===== config.mk =====
export PLATFORM = sky130hd
export DESIGN_NAME = binoc_link_dir_ctrl
export DESIGN_NICKNAME = d
export VERILOG_FILES = /design/src/rtl/binoc_pkg.sv /design/src/rtl/binoc_link_dir_ctrl.sv
export SDC_FILE = /design/constraint.sdc
export NUM_CORES = 1
export LEC_CHECK = 0
export BUFFER_PORTS_ARGS = -buffer_cell sky130_fd_sc_hd__buf_2
export CAP_MARGIN = 20
export CORE_AREA = 2 2 39 41
export CTS_CLUSTER_DIAMETER = 80
export DETAILED_ROUTE_END_ITERATION = 7
export DIE_AREA = 0 0 41 43
export SYNTH_ARGS = -nofsm -noshare
export SYNTH_HDL_FRONTEND = slang
export SYNTH_SLANG_ARGS = --single-unit

===== constraint.sdc =====
create_clock -name clk -period 2.7 [get_ports clk]
set_input_delay 0.135 -clock clk [delete_from_list [all_inputs] [get_ports clk]]
set_output_delay 0.135 -clock clk [all_outputs]
set_load 0.01 [all_outputs]

===== src/rtl/binoc_pkg.sv =====
// Shared definitions for the BiNoC bidirectional-link direction controller.
//
// link_dir_e   : per-end channel direction state
//   OWN  - this end drives the shared flit bus
//   REL  - one-cycle release: bus driver off, release pulse to the peer
//   IDLE - receiver, no pending ownership request
//   REQ  - receiver, ownership request held high toward the peer
// HOLD_DEFAULT : default number of flits an owner may still send once the
//                peer has asked for the channel
package binoc_pkg;

    typedef enum logic [1:0] {
        OWN  = 2'd0,
        REL  = 2'd1,
        IDLE = 2'd2,
        REQ  = 2'd3
    } link_dir_e;

    localparam int HOLD_DEFAULT = 8;

endpackage : binoc_pkg


===== src/rtl/binoc_link_dir_ctrl.sv =====
// Direction controller for one end of a bidirectional BiNoC channel.
// Two instances (one HP, one LP) are cross-wired so that exactly one end
// drives the shared tri-state flit bus at any time.
//
// Ports
//   clk        in   clock
//   rst        in   asynchronous, active-low reset
//   local_req  in   this router has flits queued for the channel
//   tx_fire    in   a flit was placed on the bus this cycle
//   dir_req_i  in   peer asks for ownership (peer's dir_req_o)
//   dir_gnt_i  in   peer releases ownership (peer's dir_gnt_o)
//   dir_req_o  out  ownership request to the peer
//   dir_gnt_o  out  one-cycle release pulse to the peer
//   out_en     out  tri-state enable for this end's flit driver
//   tx_grant   out  router may send a flit this cycle
//   is_owner   out  this end owns the channel
//   proto_err  out  sticky protocol-violation flag
//   dbg_state  out  current FSM state, for observation only
//
// Ownership handshake: a receiver with traffic raises dir_req_o and keeps
// it high (even if its traffic disappears) until it samples dir_gnt_i=1.
// The owner answers a sampled request by entering REL for exactly one
// cycle: its driver is already off and dir_gnt_o pulses high. The
// requester samples that pulse and becomes owner on the following edge,
// so every handover has exactly one dead bus cycle and no overlap.
// A busy owner keeps the channel for at most MAX_HOLD flits after the
// request is seen; the flit that reaches the limit still counts.
module binoc_link_dir_ctrl
    import binoc_pkg::*;
#(
    parameter bit HP       = 1'b1,
    parameter int MAX_HOLD = HOLD_DEFAULT,
    parameter int CNT_W    = 4
) (
    input  logic      clk,
    input  logic      rst,
    input  logic      local_req,
    input  logic      tx_fire,
    input  logic      dir_req_i,
    input  logic      dir_gnt_i,
    output logic      dir_req_o,
    output logic      dir_gnt_o,
    output logic      out_en,
    output logic      tx_grant,
    output logic      is_owner,
    output logic      proto_err,
    output link_dir_e dbg_state
);

    localparam link_dir_e        RESET_STATE = HP ? OWN : IDLE;
    localparam logic [CNT_W-1:0] HOLD_LAST   = CNT_W'(MAX_HOLD - 1);
    localparam logic [CNT_W-1:0] HOLD_SAT    = '1;

    link_dir_e        state_q, state_d;
    logic [CNT_W-1:0] hold_q, hold_d;
    logic             proto_err_q, proto_err_d;
    logic             grant;

    always_comb begin
        state_d     = state_q;
        hold_d      = hold_q;
        proto_err_d = proto_err_q;
        grant       = (state_q == OWN) && local_req;

        // Violations are only recorded; they never steer the FSM.
        if (tx_fire && !grant) begin
            proto_err_d = 1'b1;
        end
        if (dir_gnt_i && (state_q != REQ)) begin
            proto_err_d = 1'b1;
        end
        if (dir_req_i && ((state_q == REQ) || (state_q == IDLE))) begin
            proto_err_d = 1'b1;
        end

        case (state_q)
            OWN: begin
                if (!dir_req_i) begin
                    hold_d = '0;
                end else if (!local_req) begin
                    state_d = REL;
                    hold_d  = '0;
                end else if (tx_fire) begin
                    // The limit flit is sent, then the channel is released.
                    if (hold_q == HOLD_LAST) begin
                        state_d = REL;
                        hold_d  = '0;
                    end else if (hold_q != HOLD_SAT) begin
                        hold_d = hold_q + 1'b1;
                    end
                end
            end
            REL: begin
                state_d = IDLE;
                hold_d  = '0;
            end
            IDLE: begin
                hold_d = '0;
                if (local_req) begin
                    state_d = REQ;
                end
            end
            REQ: begin
                hold_d = '0;
                if (dir_gnt_i) begin
                    state_d = OWN;
                end
            end
            default: begin
                state_d = RESET_STATE;
                hold_d  = '0;
            end
        endcase
    end

    always_ff @(posedge clk or negedge rst) begin
        if (!rst) begin
            state_q     <= RESET_STATE;
            hold_q      <= '0;
            proto_err_q <= 1'b0;
        end else begin
            state_q     <= state_d;
            hold_q      <= hold_d;
            proto_err_q <= proto_err_d;
        end
    end

    // Moore decode; tx_grant additionally qualifies ownership with demand.
    always_comb begin
        out_en    = (state_q == OWN);
        is_owner  = (state_q == OWN);
        tx_grant  = grant;
        dir_req_o = (state_q == REQ);
        dir_gnt_o = (state_q == REL);
        proto_err = proto_err_q;
        dbg_state = state_q;
    end

endmodule : binoc_link_dir_ctrl


# Word-level counts from Yosys, hierarchy flattened
# Cells that the tools add are included.
[op_classes]
n_reduce_logical = 11
n_addsub = 1
n_mux = 16
n_eq_ne = 13
[op_table]
columns = ["op", "n"]
rows = [
  ["4-bit two-way mux", 5],
  ["2-bit two-way mux", 6],
  ["2-bit inequality test, second input constant", 4],
  ["4-bit inequality test, second input constant", 2],
  ["2-bit one-hot mux with 4 select lines", 1],
  ["4-bit one-hot mux with 2 select lines", 1],
  ["5-bit by 3-bit inequality test with 1-bit output, second input constant", 1],
  ["5-bit AND reduction", 1],
  ["4-bit by 1-bit adder with 4-bit output, second input constant", 1],
  ["2-bit equality test, second input constant", 2],
  ["4-bit by 3-bit equality test with 1-bit output, second input constant", 1],
  ["1-bit logical AND", 4],
  ["1-bit two-way mux", 3],
  ["3-bit by 2-bit inequality test with 1-bit output, second input constant", 1],
  ["3-bit inequality test, second input constant", 1],
  ["3-bit nonzero test", 1],
  ["3-bit OR reduction", 1],
  ["2-bit by 1-bit equality test with 1-bit output, second input constant", 1],
  ["2-bit logical NOT", 1],
  ["2-bit AND reduction", 1],
  ["1-bit logical NOT", 1],
  ["1-bit logical OR", 1],
]
[totals]
ff_bits = 7
inputBits = 6
out_inout_bits = 8
word_cells = 44

# Depth between registers and ports, before layout
# Gate-level depths: netlist (run 1).
[logic_depth]
word_depth = 7
depth_mapped = 6
ltp_nobuf = 6

# Least setup slack after synthesis (run 1)
# OpenSTA, ideal clock, no wires.
[synth_path]
path_type = "reg-to-reg"
start = "register state_q[0], in the netlist dbg_state[0]"
end = "register hold_q[3]"
setup_slack_ps = 1019
setup_time_ps = 127
path_buffers = 0
synth_period_minus_slack_ps = 1681
t_required_ps = 2573
arrival_time_ps = 1555
stages_incl_launch_ff = 7
cell_sequence = "dfrtp_1 inv_1 ha_1 nand2_1 a21oi_2 a2111oi_1 a311o_2"
[synth_between]
elab_chain_len = 3
word_cells_on_any_way = 9
classes_between = "eq/ne: 5; mux: 1; reduce/logical: 3"
[synth_lines]
columns = ["element", "line", "rtl"]
rows = [
  ["start: declaration", "binoc_link_dir_ctrl.sv:54", "link_dir_e state_q, state_d;"],
  ["start signal: assignment", "binoc_link_dir_ctrl.sv:122", "state_q <= state_d;"],
  ["2-bit logical NOT (*)", "--", ""],
  ["named net is_owner", "binoc_link_dir_ctrl.sv:45", "output logic is_owner,"],
  ["5-bit by 3-bit inequality test with 1-bit output (no source line) / 4-bit inequality test (equally long branches)", "--", ""],
  ["2-bit AND reduction (no source line)", "--", ""],
  ["end signal: assignment", "binoc_link_dir_ctrl.sv:123", "hold_q <= hold_d;"],
  ["end: declaration", "binoc_link_dir_ctrl.sv:55", "logic [CNT_W-1:0] hold_q, hold_d;"],
]
# Mark *: on every way through the listed nets, which the timed path passes. The rest lies on a longest branch.
# A chain may end at the register's enable or synchronous reset.

# Final worst setup path (run 1)
[layout_path]
start = "register state_q[0], in the netlist dbg_state[0]"
end = "register hold_q[3]"
[layout_between]
elab_chain_len = 3
word_cells_on_any_way = 9
classes_between = "eq/ne: 5; mux: 1; reduce/logical: 3"
[layout_lines]
columns = ["element", "line", "rtl"]
rows = [
  ["2-bit equality test (tied with other cells)", "binoc_link_dir_ctrl.sv:76", "case (state_q)"],
  ["3-bit OR reduction (no source line) (tied with other cells)", "--", ""],
  ["4-bit one-hot mux with 2 select lines / 2-bit AND reduction (equally long branches)", "--", ""],
]
# Several ways; a longest one is shown, not always the timed one.

==> results.json, run 1 <==
{
  "drt_wl_total_um": 1030,
  "post-route-util_pct": 44.0,
  "postCtsResizedCells": 0,
  "dp_cells": 78,
  "cp_max_fo": 5,
  "layoutNonFillerInstCount": 83,
  "io_buffers": 13,
  "synth_most_common_cell": "dfrtp_1",
  "drt_iter0_markers": 12,
  "rsz0062_at_grt": "false",
  "slew_headroom_pct": 78.0,
  "yosys.cell_types.count": 25,
  "synth_top_area_share_pct": 35.4,
  "syn_area_um2": 495,
  "power_w": 0.000518,
  "ys.flop_type": "dfrtp_1",
  "maxSlewViolCount": 0,
  "setup-tns-final_ns": 0,
  "yosysSeqAreaShare_pct": 35.4,
  "drive_above_1_share_pct": 37.3,
  "clk_latency_ns": 0.26,
  "setup_ws_ns": 0.960,
  "yosysWarnings": 0,
  "crit_chain": "inv_1 -> ha_1 -> nand2_1 -> a21oi_2 -> a2111oi_1 -> a311o_2",
  "grt_pass1_vias": 398,
  "tightest_slew_ns": 0.329,
  "post_drt_wl_per_cell_um": 12.4,
  "period_share_pct": 64.4,
  "cts_num_sinks": 7,
  "synth_commonest_cells": "dfrtp_1 (7), ha_1 (6), inv_1 (5), nand2_1 (5), nand3_1 (3)",
  "ios": 14,
  "max_freq_ghz": 0.575,
  "vias_per_cell": 5.07,
  "grt_max_degree": 9,
  "end_kind": "flip-flop",
  "async_flop_share_pct": 100,
  "fin_crit_ns": 1.74,
  "start_kind": "flip-flop",
  "vias": 421,
  "cp_data_required_time_ns": 2.84,
  "core_um2": 1380,
  "post-synth-top-area-cell": "dfrtp_1",
  "synth_area_leaders": "dfrtp_1 (35%), ha_1 (15%), inv_1 (3.8%)",
  "die_h_um": 43,
  "avgSynthCellArea_um2": 9.91,
  "cts_root_buf": "clkbuf_4",
  "cts.clk_slew.worst_paths_ns": 0.06,
  "antenna_found_initial": 0,
  "overflow": 0,
  "postCtsSetupRepairBufs": 0,
  "grt_use_total_pct": 14.3,
  "place.gp.congestion": 0.759,
  "netlist_instances": 50,
  "pre_cts_slack_ns": 0.965,
  "post-route-drc-count": 0,
  "slowest_delay_ns": 0.41,
  "drtAntennaViolNets": 0,
  "fin_nets": 80,
  "diodes": 0,
  "grt_pass1_wl_um": 1620,
  "dieArea_um2": 1760,
  "status": "completed",
  "synth-seq-cells": 7,
  "worstSetupPathType": "flip-flop to flip-flop",
  "arrival_ns": 1.88,
  "slowest_stage": "dfrtp_1",
  "setup_violations": 0,
  "ctsLongestPathBuffers": 2,
  "synth_fp_nets": 62,
  "h-tree-depth": 1,
  "maxCapViolCount": 0,
  "initial_core_util_pct": 35.8,
  "ir_worst_vdd_uv": 323,
  "die_w_um": 41,
  "synth_edf_count": 0,
  "cp_num_buf_inv": 1,
  "tritoncts": "yes",
  "p_leak_nw": 0.309,
  "crit_family": "compound AO/OA/AOI/OAI gates",
  "cts_hold_buf": 1,
  "syn2layout_area_growth_pct": 23.0,
  "skew_ns": 0.00321,
  "hp-class": "primary input to flip-flop",
  "fp-row-count": 14,
  "hpwl_um": 784,
  "powerDensity_nw_per_um2": 851,
  "hold_viol": 0,
  "cts_buffers": 3,
  "dr.pass1.iters": 3
}
[worst min-delay path, stage by stage]
cell	delay (ns)
buf_2	0.10
a221oi_1	0.07
nand2_1	0.06
[where the power goes]
part	internal (W)	total (W)	switching [W]	leakage, nW
sequential	0.000125	0.000146	0.0000213	0.0878
clock	0.0000569	0.000103	0.0000457	0.0150
combinational	0.000125	0.000269	0.000145	0.206
total	0.000307	0.000518	0.000212	0.309
[area by class of cell]
cell class	instances	area [um^2]
fill	142	774
multi-input combinational	37	294
sequential	7	175
timing repair buffer	14	75.1
clock buffer	4	26.3
tap	16	20.0
inverter	5	18.8
[layer usage]
metal	GRT usage (%)	wire, um	vias to the layer above
li1	-	-	214
met1	16.0	505	196
met2	21.6	463	7
met3	4.71	35	4
met4	10.0	21	0
met5	0	0	-
[through the flow]
| step | instance area, um^2 | hold slack (ns) |
|---|---|---|
| after global routing | 609 | 0.142 |
| after floorplan | 495 | -0.161 |
| final | 609 | 0.138 |
| after global placement | 573 | -0.0154 |
| after detailed placement | 573 | -0.0130 |
| after CTS | 609 | 0.143 |
[kinds of logic (layout without fill, tap and decap cells)]
| kind of cell | Yosys count | in the layout | share of synthesized area (%) |
|---|---|---|---|
| multiplexers | 3 | 3 | 7.32 |
| AO/OA/AOI/OAI | 11 | 11 | 18.2 |
| buffers and inverters | 6 | 23 | 5.30 |
| AND/OR/NAND/NOR | 16 | 16 | 16.9 |
| flip-flops | 7 | 7 | 35.4 |
| adder cells (fa/ha/maj) | 6 | 6 | 15.2 |
| XOR/XNOR | 1 | 1 | 1.77 |
[sequential cells by signal (all words and copies together) (netlist names)]
| name | cells |
|---|---|
| proto_err | 1 |
| hold_q | 4 |
| dbg_state | 2 |
[cell usage in the layout, fill, tap and decap left out]
cell           count
dfrtp_1            7
nand2_1            5
a2111oi_1          1
and2b_2            1
dlygate4sd3_1      1
nor3_1             1
clkbuf_1           1
mux2_2             1
nor3b_1            1
buf_2             13
mux2_4             1
a21oi_2            1
a311o_2            1
a221oi_1           1
clkbuf_4           3
a21oi_1            2
inv_1              5
nand4_1            1
o221ai_2           1
nand3_1            3
o21ai_2            1
xor2_1             1
o21ai_0            2
a211oi_1           1
mux2i_1            1
ha_1               6
nor2_1             2
and3_2             2
[final timing paths]
path,from,endpoint,slack [ns],cells after the start
worst max-delay path,dbg_state[0],hold_q[3],0.96,6
worst min-delay path,dir_gnt_i,proto_err,0.14,3
worst max register to register,dbg_state[0],hold_q[3],0.96,6
worst min register to register,proto_err,proto_err,0.48,2
max in group asynchronous,rst,dbg_state[0],2.29,2
min in group asynchronous,rst,hold_q[3],0.24,2
Power figures use the tool's default switching activity.
==> run 2: changes to the inputs <==
- clock period: 2.7 -> 1.43 ns (I/O delays scaled with it)
==> results.json, run 2 (same netlist as run 1, synthesis figures left out) <==
{
  "r2r_start": "dbg_state[1]",
  "grt_pass1_wl_um": 1750,
  "top_register": "hold_q",
  "hpwl_um": 893,
  "largest_reg_flops": 4,
  "h-tree-depth": 1,
  "crit_start": "dbg_state[1]",
  "final_cell_mix": "buf_4 (17), buf_2 (12), dfrtp_1 (6)",
  "cp_max_fo": 4,
  "dieArea_um2": 1760,
  "worstSetupPathType": "flip-flop to flip-flop",
  "grt_pass1_vias": 439,
  "ff2ff_path_depth": 6,
  "drt_wl_total_um": 1300,
  "clk_latency_ns": 0.25,
  "overflow": 0,
  "ir_worst_vdd_uv": 1190,
  "vias_per_cell": 4.74,
  "maxCapViolCount": 0,
  "die_h_um": 43,
  "maxSlewViolCount": 0,
  "status": "complete, but fails checks",
  "fp-row-count": 14,
  "post_drt_wl_per_cell_um": 12.9,
  "final_common_cell": "buf_4",
  "min_path_cells": 3,
  "setup_ws_ns": -0.0292,
  "ios": 14,
  "fin_nets": 98,
  "grt_use_total_pct": 15.5,
  "die_w_um": 41,
  "dr.pass1.iters": 3,
  "reg2reg_slack_ns": -0.03,
  "grt_max_degree": 9,
  "fin_crit_ns": 1.46,
  "initial_core_util_pct": 35.8,
  "drt_iter0_markers": 4,
  "cts_buffers": 3,
  "place.gp.congestion": 0.691,
  "drtAntennaViolNets": 0,
  "cp_data_required_time_ns": 1.57,
  "drive_above_1_share_pct": 65.9,
  "cts_num_sinks": 7,
  "tritoncts": "yes",
  "antenna_found_initial": 0,
  "power_w": 0.00133,
  "end_kind": "flip-flop",
  "vias": 479,
  "min_from": "dir_gnt_i",
  "cts_root_buf": "clkbuf_4",
  "skew_ns": 0.00576,
  "setup_violations": 2,
  "post-route-drc-count": 0,
  "syn2layout_area_growth_pct": 66.2,
  "core_um2": 1380,
  "pre_cts_slack_ns": -0.0797,
  "endpoint": "dbg_state[1]",
  "rsz0062_at_grt": "true",
  "tightest_slew_ns": 0.316,
  "slew_headroom_pct": 79.0,
  "violations": "negative setup slack",
  "hp-class": "primary input to flip-flop",
  "diodes": 0,
  "max_freq_ghz": 0.685,
  "powerDensity_nw_per_um2": 1620,
  "cts.clk_slew.worst_paths_ns": 0.06,
  "p_leak_nw": 0.404,
  "period_share_pct": 102,
  "hold_viol": 0,
  "num-fill-cells": 133,
  "io_buffers": 13,
  "arrival_ns": 1.60,
  "ctsLongestPathBuffers": 2,
  "start_kind": "flip-flop",
  "crit-reg2reg-capture": "dbg_state[1]"
}
run 2: report_power, final:
group	internal [W]	switching (W)	total, W	leakage, nW
Clock	0.000107	0.0000750	0.000182	0.0150
Combinational	0.000498	0.000393	0.000891	0.302
Sequential	0.000239	0.0000230	0.000262	0.0869
Total	0.000843	0.000491	0.00133	0.404
run 2: worst min-delay path by stage:
stage | endpoint | slack (ns)
global placement | hold_q[2] | -0.08
CTS | proto_err | 0.08
finish | proto_err | 0.08
global route | proto_err | 0.09
floorplan | dbg_state[0] | -0.22
detailed placement | hold_q[0] | -0.08
run 2: metrics by stage:
| step | instance area [um^2] | hold slack [ns] | TNS (ns) | utilization (%) | std cells |
|---|---|---|---|---|---|
| floorplan | 529 | -0.224 | -0.185 | - | 50 |
| global placement | 712 | -0.0781 | -0.0927 | 51.4 | 92 |
| detailed placement | 712 | -0.0799 | -0.118 | 51.4 | 92 |
| CTS | 778 | 0.0750 | -0.0542 | 56.2 | 100 |
| global route | 823 | 0.0888 | -0.217 | 59.5 | 101 |
| finish | 823 | 0.0822 | -0.0436 | 59.5 | 101 |
run 2: layout make-up:
class | count | area [um^2] | share of cell area, %
multi-input cells | 37 | 362 | 43.9
repair buffers | 32 | 220 | 26.7
flip-flops and latches | 7 | 176 | 21.4
clock buffers | 4 | 26.3 | 3.19
well taps | 16 | 20.0 | 2.43
inverters | 5 | 18.8 | 2.28
run 2: critical path, stage by stage (launching register included):
cell and delay [ns]:
dfrtp_2 0.37, inv_2 0.06, ha_4 0.18, and2b_2 0.19, a21oi_2 0.11, o221ai_2 0.12, mux2_4 0.31
run 2: what timing repair did:
item	CTS	global route
pin swaps	3	4
buffers inserted	3	1
hold buffers	1	0
gates resized for setup	2	8
endpoints found under the hold margin	7	0
endpoints found under the setup margin	2	6
run 2: metal layers:
metal	global-route usage, %	vias up	routed length, um
li1	-	248	-
met5	0	-	0
met3	3.14	2	26
met4	14.0	0	15
met2	21.3	4	707
met1	19.2	225	553
